==> config.mk <==
export PLATFORM = sky130hd
export DESIGN_NAME = spi_master
export DESIGN_NICKNAME = d
export VERILOG_FILES = /design/src/rtl/spi_pkg.sv /design/src/rtl/spi_master_clk_gen.sv /design/src/rtl/spi_master.sv
export SDC_FILE = /design/constraint.sdc
export NUM_CORES = 1
export LEC_CHECK = 0
export CAP_MARGIN = 20
export CELL_PAD_IN_SITES_DETAIL_PLACEMENT = 1
export CELL_PAD_IN_SITES_GLOBAL_PLACEMENT = 2
export CORE_UTILIZATION = 36
export DETAILED_ROUTE_END_ITERATION = 12
export GPL_ROUTABILITY_DRIVEN = 1
export MAX_ROUTING_LAYER = met4
export PLACE_DENSITY = 0.81
export SYNTH_ARGS = -nofsm -noshare
export SYNTH_HDL_FRONTEND = slang
export SYNTH_HIERARCHICAL = 1
export SYNTH_SLANG_ARGS = --single-unit
==> constraint.sdc <==
create_clock -name clk -period 3.3 [get_ports clk]
set_input_delay 0.825 -clock clk [delete_from_list [all_inputs] [get_ports clk]]
set_output_delay 0.825 -clock clk [all_outputs]
set_load 0.02 [all_outputs]
==> src/rtl/spi_pkg.sv <==
// Shared types and elaboration-time helpers for the SPI master.
package spi_pkg;

  typedef enum logic [1:0] {
    IDLE  = 2'd0,
    SHIFT = 2'd1,
    END   = 2'd2
  } state_t;

  // System clocks per sclk half period; integer division truncates.
  function automatic int half_period(input int clk_freq, input int spi_freq);
    return clk_freq / (2 * spi_freq);
  endfunction

  function automatic int cnt_width(input int half);
    return (half > 1) ? $clog2(half) : 1;
  endfunction

endpackage

==> src/rtl/spi_master_clk_gen.sv <==
// Half-period tick generator: produces sclk plus leading/trailing edge strobes
// on the same clk edge that toggles sclk.
module spi_clk_gen
  import spi_pkg::*;
#(
  parameter int HALF       = 250,
  parameter int DATA_WIDTH = 8,
  parameter int CPOL       = 0
) (
  input  logic clk,
  input  logic arstn,
  input  logic run,
  input  logic shift_en,
  output logic sclk,
  output logic tick,
  output logic lead,
  output logic trail,
  output logic last_edge
);

  localparam int CNT_W  = cnt_width(HALF);
  localparam int EDGE_W = $clog2(2 * DATA_WIDTH + 2);
  localparam logic [CNT_W-1:0]  CNT_MAX   = CNT_W'(HALF - 1);
  localparam logic [EDGE_W-1:0] EDGE_LAST = EDGE_W'(2 * DATA_WIDTH - 1);
  localparam logic IDLE_LEVEL = (CPOL != 0);

  logic [CNT_W-1:0]  cnt_reg;
  logic [EDGE_W-1:0] edge_reg;
  logic              sclk_reg;

  // edge_reg holds the number of edges already emitted, so bit 0 clear means
  // the upcoming edge is a leading one.
  assign tick      = run && (cnt_reg == CNT_MAX);
  assign lead      = tick && shift_en && !edge_reg[0];
  assign trail     = tick && shift_en && edge_reg[0];
  assign last_edge = tick && shift_en && (edge_reg == EDGE_LAST);
  assign sclk      = sclk_reg;

  always_ff @(posedge clk or posedge arstn) begin
    if (arstn) begin
      cnt_reg  <= '0;
      edge_reg <= '0;
      sclk_reg <= IDLE_LEVEL;
    end else if (!run) begin
      cnt_reg  <= '0;
      edge_reg <= '0;
      sclk_reg <= IDLE_LEVEL;
    end else if (tick) begin
      cnt_reg  <= '0;
      edge_reg <= edge_reg + 1'b1;
      if (shift_en) begin
        sclk_reg <= ~sclk_reg;
      end
    end else begin
      cnt_reg <= cnt_reg + 1'b1;
    end
  end

endmodule

==> src/rtl/spi_master.sv <==
// Single-transaction SPI master: MSB-first shift with configurable CPOL/CPHA,
// one-cycle done pulse and a held received word.
module spi_master
  import spi_pkg::*;
#(
  parameter int CLK_FREQ   = 50_000_000,
  parameter int SPI_FREQ   = 100_000,
  parameter int DATA_WIDTH = 8,
  parameter int CPOL       = 0,
  parameter int CPHA       = 1
) (
  input  logic                  clk,
  input  logic                  arstn,
  input  logic [DATA_WIDTH-1:0] data_send,
  input  logic                  spi_start,
  output logic                  sclk,
  output logic                  csn,
  output logic                  mosi,
  input  logic                  miso,
  output logic                  spi_done,
  output logic [DATA_WIDTH-1:0] data_recv
);

  localparam int   HALF   = half_period(CLK_FREQ, SPI_FREQ);
  localparam logic PHASE1 = (CPHA != 0);
  // With CPHA=0 the MSB is already on mosi, so the first drive edge sends MSB-1.
  localparam int   DRIVE_BIT = PHASE1 ? DATA_WIDTH - 1 : DATA_WIDTH - 2;

  state_t state_reg, state_next;
  logic   run, shift_en, accept, finish;
  logic   tick, lead, trail, last_edge;
  logic   drive_edge, sample_edge;

  logic [DATA_WIDTH-1:0] tx_shift_reg, rx_shift_reg, data_recv_reg;
  logic                  csn_reg, mosi_reg, done_reg;

  spi_clk_gen #(
    .HALF       (HALF),
    .DATA_WIDTH (DATA_WIDTH),
    .CPOL       (CPOL)
  ) u_clk_gen (
    .clk       (clk),
    .arstn     (arstn),
    .run       (run),
    .shift_en  (shift_en),
    .sclk      (sclk),
    .tick      (tick),
    .lead      (lead),
    .trail     (trail),
    .last_edge (last_edge)
  );

  always_ff @(posedge clk or posedge arstn) begin
    if (arstn) begin
      state_reg <= IDLE;
    end else begin
      state_reg <= state_next;
    end
  end

  always_comb begin
    state_next = state_reg;
    case (state_reg)
      IDLE:    if (spi_start) state_next = SHIFT;
      SHIFT:   if (last_edge) state_next = END;
      END:     if (tick)      state_next = IDLE;
      default: state_next = IDLE;
    endcase
  end

  always_comb begin
    run      = 1'b0;
    shift_en = 1'b0;
    accept   = 1'b0;
    case (state_reg)
      IDLE:  accept = spi_start;
      SHIFT: begin
        run      = 1'b1;
        shift_en = 1'b1;
      end
      END:   run = 1'b1;
      default: ;
    endcase
  end

  // END spends one more half period with sclk parked before releasing csn.
  assign finish      = (state_reg == END) && tick;
  assign drive_edge  = PHASE1 ? lead : (trail && !last_edge);
  assign sample_edge = PHASE1 ? trail : lead;

  always_ff @(posedge clk or posedge arstn) begin
    if (arstn) begin
      tx_shift_reg  <= '0;
      rx_shift_reg  <= '0;
      data_recv_reg <= '0;
      csn_reg       <= 1'b1;
      mosi_reg      <= 1'b0;
      done_reg      <= 1'b0;
    end else begin
      done_reg <= 1'b0;
      if (accept) begin
        tx_shift_reg <= data_send;
        rx_shift_reg <= '0;
        csn_reg      <= 1'b0;
        mosi_reg     <= PHASE1 ? 1'b0 : data_send[DATA_WIDTH-1];
      end
      if (drive_edge) begin
        mosi_reg     <= tx_shift_reg[DRIVE_BIT];
        tx_shift_reg <= {tx_shift_reg[DATA_WIDTH-2:0], 1'b0};
      end
      if (sample_edge) begin
        rx_shift_reg <= {rx_shift_reg[DATA_WIDTH-2:0], miso};
      end
      if (finish) begin
        csn_reg       <= 1'b1;
        mosi_reg      <= 1'b0;
        data_recv_reg <= rx_shift_reg;
        done_reg      <= 1'b1;
      end
    end
  end

  assign csn       = csn_reg;
  assign mosi      = mosi_reg;
  assign spi_done  = done_reg;
  assign data_recv = data_recv_reg;

endmodule

; Word-level counts from Yosys, hierarchy flattened
; Index checks and enable logic that the tools add are counted.
[classes]
addsub = 2
eq_ne = 9
muxes = 23
bitwise_logic = 1
n_reduce_logical = 15
[ops]
columns = cell, n
row1 = 2-to-1 mux 8 bit, 6
row2 = 2-to-1 mux 1 bit, 11
row3 = 2-to-1 mux 5 bit, 2
row4 = "inequality test 2 bit, second input constant", 5
row5 = "adder 8 x 1 -> 8 bit, second input constant", 1
row6 = "equality test 8 bit, second input constant", 1
row7 = logical AND 1 bit, 6
row8 = 2-to-1 mux 2 bit, 3
row9 = case mux 2 bit (3 select lines), 1
row10 = nonzero test 2 bit, 3
row11 = "adder 5 x 1 -> 5 bit, second input constant", 1
row12 = "equality test 5 x 4 -> 1 bit, second input constant", 1
row13 = AND reduction 3 bit, 1
row14 = nonzero test 3 bit, 1
row15 = "equality test 2 x 1 -> 1 bit, second input constant", 1
row16 = "equality test 2 bit, second input constant", 1
row17 = zero test 2 bit, 1
row18 = AND reduction 2 bit, 1
row19 = OR reduction 2 bit, 1
row20 = zero test 1 bit, 1
row21 = NOT 1 bit, 1
[totals]
ff_bits = 43
inputBits = 12

; Depth between registers and ports, before layout
; Gate-level depths: netlist of run 1.
[logic_depth]
depth_word = 8
ltp_mapped = 8
mapped_depth_nobuf = 8

; By module
; The synthesis of run 1 kept the hierarchy.
[modules_own_cells]
columns = mod, n_inst, cells_each, area_per_inst_um2
row1 = spi_master, 1, 109, 1217.4
row2 = spi_clk_gen, 1, 78, 783.3

; Worst setup path before layout of run 1
; No wires, ideal clock.
[synth_path]
path_kind = register to register
start = register state_reg[0]
end = register state_reg[0]
t_arrival_ps = 2145
required_time_ps = 3175
setup_slack_ps = 1030
stages_incl_launch_ff = 9
path_buffers = 0
synth_period_minus_slack_ps = 2270
path_cell_list = dfrtp_1 inv_1 ha_1 inv_1 nor3_1 and3_1 inv_1 a222oi_1 mux2_2
[synth_between]
elab_chain_len = 8
elab_cells_between_ends = 14
classes_between = eq/ne: 5 / mux: 3 / reduce/logical: 6
[synth_rtl]
columns = element, line
row1 = from (decl), spi_master.sv:29  ; state_t state_reg, state_next;
row2 = from (signal assigned), spi_master.sv:57  ; state_reg <= state_next;
row3 = equality test 2 bit or equality test 2 x 1 -> 1 bit (tied branches), spi_master.sv:75  ; case (state_reg)
row4 = OR reduction 2 bit (no line) *, n/a
row5 = 2-to-1 mux 1 bit *, spi_master.sv:75
row6 = net run, spi_master.sv:30  ; logic run, shift_en, accept, finish;
row7 = logical AND 1 bit *, spi_master_clk_gen.sv:33  ; assign tick = run && (cnt_reg == CNT_MAX);
row8 = net tick, spi_master.sv:31  ; logic tick, lead, trail, last_edge;
row9 = logical AND 1 bit * (2 in a row), spi_master_clk_gen.sv:36  ; assign last_edge = tick && shift_en && (edge_reg == EDGE_LAST);
row10 = net last_edge, spi_master.sv:31
row11 = inequality test 2 bit (no line) *, n/a
row12 = AND reduction 3 bit (no line) *, n/a
; The timed path passes the listed nets; every way through them passes the cells marked *.
; A chain may end at the register's enable or synchronous reset.

; Final worst setup path of run 1
[layout_path]
start = register state_reg[0]
end = register state_reg[1]
; Same word-level chain as after synthesis.

==> results of run 1 <==
## routing by layer
metal,track usage,wire length (um),vias to the layer above
met3,0.03114,122,5
met2,0.2793,2094,18
met1,0.1845,1770,696
met5,-,0,-
met4,0.06346,59,0
li1,-,-,689
## power by group through the flow
stage | Sequential (mW) | Clock (mW) | Combinational [mW]
floorplan | 0.651 | 0 | 0.261
global placement | 0.659 | 0 | 0.324
detailed placement | 0.668 | 0 | 0.345
CTS | 0.658 | 0.358 | 0.350
global route | 0.670 | 0.374 | 0.392
finish | 0.657 | 0.339 | 0.338
## worst register-to-register path, cell delays in order (launching register included)
cell and delay, ns:
dfrtp_1 0.38, inv_1 0.09, ha_1 0.41, inv_1 0.17
nor3_1 0.41, and3_1 0.21, inv_1 0.04, a222oi_1 0.41
mux2_2 0.39
## cells in the mapped netlist, drive strengths merged
library cell and count:
dfrtp 42, nand2 33, o21ai 18, inv 11
mux2 10, mux2i 9, a21oi 8, ha 8
nand3 8, and3 5, nor2 5, buf 3
clkbuf 3, and3b 2, nand2b 2, nand3b 2
or3 2, xnor2 2, a222oi 1, a311oi 1
a31oi 1, and4 1, dfstp 1, nand4 1
nor2b 1, nor3 1, nor3b 1, o211ai 1
o221a 1, o31ai 1, or4 1, xor2 1
## cell type report
cell class,count,area (um^2),area share
Clock buffer,5,68.82,0.02874
Clock inverter,3,25.02,0.01045
Timing Repair Buffer,24,237.7,0.09927
Tap cell,70,87.58,0.03657
Multi-Input combinational cell,127,857.1,0.3579
Sequential cell,43,1077,0.4498
Inverter,11,41.29,0.01724
## how the worst max path moves through the flow
stage / startpoint / to / slack [ns] / cells after the start
after floorplan: state_reg[0] / state_reg[0] / 1.03 / 8
after global placement: state_reg[0] / state_reg[0] / 0.84 / 8
after detailed placement: state_reg[1] / state_reg[0] / 0.71 / 8
after CTS: state_reg[1] / state_reg[1] / 0.63 / 8
after global routing: state_reg[0] / state_reg[0] / 0.41 / 8
final: state_reg[0] / state_reg[1] / 0.68 / 8
## cells by family after synthesis
| family | after synthesis | synth area share |
|---|---|---|
| AOI/OAI and AO/OA | 32 | 0.09069 |
| xor gates and xnor gates | 3 | 0.01314 |
| and+or+nand+nor | 65 | 0.1732 |
| DFF | 43 | 0.5385 |
| adders and majority gates | 8 | 0.05003 |
| muxes | 19 | 0.1013 |
| buffers and inverters | 17 | 0.03314 |
==> metrics.md, run 1 <==
| Metric | Value |
|---|---|
| Status | `finished, final reports clean` |
| Crit path kind | `reg -> reg` |
| DR vias | `1408` |
| Antenna violations before repair | `0` |
| Final setup TNS | `0 ns` |
| Placed cell area | `0.002301 mm^2` |
| Input/output buffers | `23` |
| Routed WL | `4047 um` |
| Design area | `0.002395 mm^2` |
| Clock group share of total power | `0.254` |
| Cell Count, Final, Fillers Out | `283` |
| Hold_buf cts | `0` |
| Synth top area share | `0.5253` |
| Post-CTS sizing | `0` |
| CP arrival | `2.81 ns` |
| Final setup vio count | `0` |
| Most common cell after layout, fill and taps aside | `dfrtp_1` |
| Worst hold start | `csn` |
| Tmin final | `2.624 ns` |
| Pin count of the biggest net entering global routing | `30` |
| Worst EP required | `3.48 ns` |
| Layout Nets | `232` |
| RSZ-0062 raised after global routing | `false` |
| DRC viols | `0` |
| Post-CTS Setup Inserts | `0` |
| CP cell instances | `inv_1, ha_1, inv_1, nor3_1, and3_1, inv_1, a222oi_1, mux2_2` |
| # rows | `26` |
| Antenna cells | `0` |
| Period utilization | `0.7952` |
| Congestion Overflow GR | `0` |
| Final core occ | `0.4572` |
| FMAX | `381.1 MHz` |
| Slew Limit Headroom | `0.5996` |
| R2R Setup Slk | `0.68 ns` |
| Sequential Power Share | `0.492` |
| Top Ports | `24` |
| Syn nets | `207` |
| Total Power | `1.335 mW` |
| Sw Pwr | `439.9 uW` |
| H-tree levels | `2` |
| Post-synthesis cell type count | `37` |
| Share of cells above drive strength 1 | `0.1268` |
| Die X | `76.55 um` |
| Final WS setup | `0.6758 ns` |
| WP buf/inv | `3` |
| Total CTS buffers | `5` |
| Sequential cell area fraction in the yosys report | `0.5385` |
| Initial Util | `0.3820` |
| Hold depth | `2` |
| Mapped cell area | `0.002001 mm^2` |
| CP endpoint kind | `register` |
| Area leader, netlist | `dfrtp_1` |
| Reg2reg start | `state_reg[0]` |
| Worst path slowest cell | `ha_1` |
| DR iter-0 viols | `67` |
| RePlAce Congestion | `0.7244` |
| Maximum clock path buffer count | `2` |
| CP peak stage delay | `0.41 ns` |
| Sw frac | `0.3296` |
| WHS | `0.4679 ns` |
| Average size of a mapped cell | `10.70 um^2` |
| Sink Count | `43` |
| Startpoint type of the worst setup path | `register` |
| Synth Warn # | `6` |
| Drt pass-1 iters | `4` |
| Fill count | `597` |
| Max-slew violation count | `0` |
| Final Hold Fails | `0` |
| CP top delay family | `simple AND/OR/NAND/NOR gates` |
| Clk_lat worst skew | `0.29 ns` |
| Worst vdd ir | `0.0002376 V` |
| Clk_skew | `0.003585 ns` |
| Max-Cap Viols | `0` |
| P_leak | `1.134 nW` |
| Hold Crit Class | `reg -> reg` |
| Final ANT Viol Nets | `0` |
| Root Buffer | `clkbuf_8` |
| Worst Tran Pin Value | `0.5944 ns` |
| Gate power share | `0.254` |
| Clock-pin transition on the worst setup and hold timing paths | `0.08 ns` |
| Synth area leaders | `dfrtp_1 (53%), nand2_1 (6.0%), mux2_2 (5.6%)` |
| Flops & latches, synth | `43` |
| Reg2Reg Depth | `8` |
| Commonest cells after routing, fill and taps aside | `dfrtp_1 (42), nand2_1 (32), clkdlybuf4s50_1 (23), o21ai_0 (18), inv_1 (11)` |
| Die area | `0.005860 mm^2` |
| Pre-CTS setup slack | `0.7144 ns` |
| CP dominant cell by count | `inv_1` |
| Post-DP HPWL | `2978 um` |
| TritonCTS clock tree | `built` |
| Area Overhead vs Synth | `19.70%` |
| Mapped Cells | `187` |
| PD cells | `557.3 mW/mm^2` |
| Die Height | `76.55 um` |
| Reg2Reg Capture Point | `state_reg[1]` |
| GRT Total Usage | `0.1618` |
| Avg WL per Cell | `14.30 um` |
| Hold EP | `csn` |
| Vias in the first global route | `1503` |
| Crit path max fanout | `7` |
| Cell-internal power | `894.8 uW` |
| Vias per cell | `4.975` |
| Placed insts | `275` |
| First-pass GRT wire length | `7238 um` |
| Core ar. | `0.005238 mm^2` |
Note: power is estimated with default switching activity, not from simulation.
==> run 2, diff against run 1 <==
==> constraint.sdc (replaced) <==
create_clock -name clk -period 2.6 [get_ports clk]
set_input_delay 0.65 -clock clk [delete_from_list [all_inputs] [get_ports clk]]
set_output_delay 0.65 -clock clk [all_outputs]
set_load 0.02 [all_outputs]
==> run 2 against run 1 <==
Die area unchanged; global-route usage about the same; final area up 1.2%; critical path depth up 1; maximum frequency up 17%; largest cell class unchanged; highest routed layer unchanged.
==> metrics.md, run 2 (synthesized netlist as in run 1, its figures left out) <==
| Metric | Value |
|---|---|
| Status | `finished, final reports clean` |
| Root Buffer | `clkbuf_8` |
| Tmin final | `2.238 ns` |
| Sink Count | `43` |
| Post-CTS Setup Inserts | `0` |
| # rows | `26` |
| Worst EP required | `2.79 ns` |
| Share of cells above drive strength 1 | `0.1429` |
| Post-DP HPWL | `3071 um` |
| Final setup TNS | `0 ns` |
| Vias per cell | `4.948` |
| WP buf/inv | `4` |
| Cell-internal power | `1.168 mW` |
| Design area | `0.002424 mm^2` |
| Clock-pin transition on the worst setup and hold timing paths | `0.08 ns` |
| Clk_lat worst skew | `0.30 ns` |
| Die area | `0.005860 mm^2` |
| Pin count of the biggest net entering global routing | `30` |
| Final ANT Viol Nets | `0` |
| RSZ-0062 raised after global routing | `false` |
| Final setup vio count | `0` |
| Die Height | `76.55 um` |
| Hold Crit Class | `reg -> reg` |
| PD cells | `719.7 mW/mm^2` |
| First-pass GRT wire length | `7189 um` |
| Slew Limit Headroom | `0.6336` |
| DR vias | `1420` |
| R2R Setup Slk | `0.36 ns` |
| Clock group share of total power | `0.254` |
| Crit path kind | `reg -> reg` |
| Placed cell area | `0.002331 mm^2` |
| TritonCTS clock tree | `built` |
| Period utilization | `0.8606` |
| Gate power share | `0.270` |
| CP cell instances | `inv_1, ha_1, inv_1, nor3_1, buf_4, and3_1, inv_1, a222oi_1, mux2_2` |
| CP peak stage delay | `0.39 ns` |
| Core ar. | `0.005238 mm^2` |
| Max-Cap Viols | `0` |
| Initial Util | `0.3820` |
| Clk_skew | `0.01106 ns` |
| Post-CTS sizing | `0` |
| Max-slew violation count | `0` |
| Routed WL | `4133 um` |
| Most common cell after layout, fill and taps aside | `dfrtp_1` |
| Maximum clock path buffer count | `2` |
| Drt pass-1 iters | `4` |
| Hold_buf cts | `0` |
| DRC viols | `0` |
| Antenna violations before repair | `0` |
| Vias in the first global route | `1542` |
| CP endpoint kind | `register` |
| Crit path max fanout | `5` |
| Top Ports | `24` |
| Startpoint type of the worst setup path | `register` |
| Total CTS buffers | `5` |
| CP top delay family | `flip-flops` |
| Commonest cells after routing, fill and taps aside | `dfrtp_1 (42), nand2_1 (32), clkdlybuf4s50_1 (23), o21ai_0 (18), inv_1 (11)` |
| Sw Pwr | `576.3 uW` |
| P_leak | `1.150 nW` |
| Input/output buffers | `23` |
| Sequential Power Share | `0.476` |
| Sw frac | `0.3304` |
| Antenna cells | `0` |
| Layout Nets | `236` |
| CP arrival | `2.42 ns` |
| RePlAce Congestion | `0.7447` |
| Area Overhead vs Synth | `21.14%` |
| GRT Total Usage | `0.1622` |
| Congestion Overflow GR | `0` |
| DR iter-0 viols | `85` |
| FMAX | `446.9 MHz` |
| Avg WL per Cell | `14.40 um` |
| Worst Tran Pin Value | `0.5489 ns` |
| CP dominant cell by count | `inv_1` |
| Worst vdd ir | `0.0003195 V` |
| Worst path slowest cell | `dfrtp_1` |
| H-tree levels | `2` |
| Die X | `76.55 um` |
| Final Hold Fails | `0` |
## run 2: layout make-up
class | count | area [um^2]
clock buffer | 5 | 68.82
fill | 576 | 2814
clock inverter | 3 | 23.77
inverter | 11 | 41.29
sequential | 43 | 1077
multi-input combinational | 127 | 857.1
tap | 70 | 87.58
timing repair buffer | 28 | 267.8
## run 2: routing by layer
layer | vias up | track usage | routed length [um]
met4 | 0 | 0.05769 | 74
met1 | 690 | 0.1757 | 1822
met5 | - | - | 0
met3 | 9 | 0.04790 | 124
li1 | 699 | - | -
met2 | 22 | 0.2811 | 2113
## run 2: final timing paths
kind	depth (start not counted)	start	end
max	9	state_reg[1]	state_reg[1]
min	2	csn	csn
max reg2reg	9	state_reg[1]	state_reg[1]
min reg2reg	2	csn	csn
max in group asynchronous	2	arstn	u_clk_gen/sclk
min in group asynchronous	2	arstn	u_clk_gen/edge_reg[3]
## run 2: power groups by stage
stage / combinational [mW] / clock, mW / sequential [mW]
finish: 0.471 / 0.442 / 0.831
CTS: 0.486 / 0.460 / 0.832
floorplan: 0.331 / 0 / 0.826
detailed placement: 0.484 / 0 / 0.846
global route: 0.545 / 0.486 / 0.848
global placement: 0.454 / 0 / 0.835
## run 2: tightest hold or removal path: stages, from the launching register on
cell     delay [ns]
dfstp_2        0.38
nand2_1        0.05
nand2_1        0.05
## run 2: metrics by stage
step / hold slack [ns] / std cells / total power, mW / util / setup slack [ns]
detailed placement: 0.4638 / 279 / 1.330 / 0.4451 / 0.3743
CTS: 0.4776 / 287 / 1.778 / 0.4627 / 0.3555
global route: 0.4921 / 287 / 1.878 / 0.4627 / 0.1596
finish: 0.4743 / 287 / 1.744 / 0.4627 / 0.3625
floorplan: 0.4496 / 187 / 1.158 / - / 0.3304
global placement: 0.4530 / 279 / 1.290 / 0.4451 / 0.4805
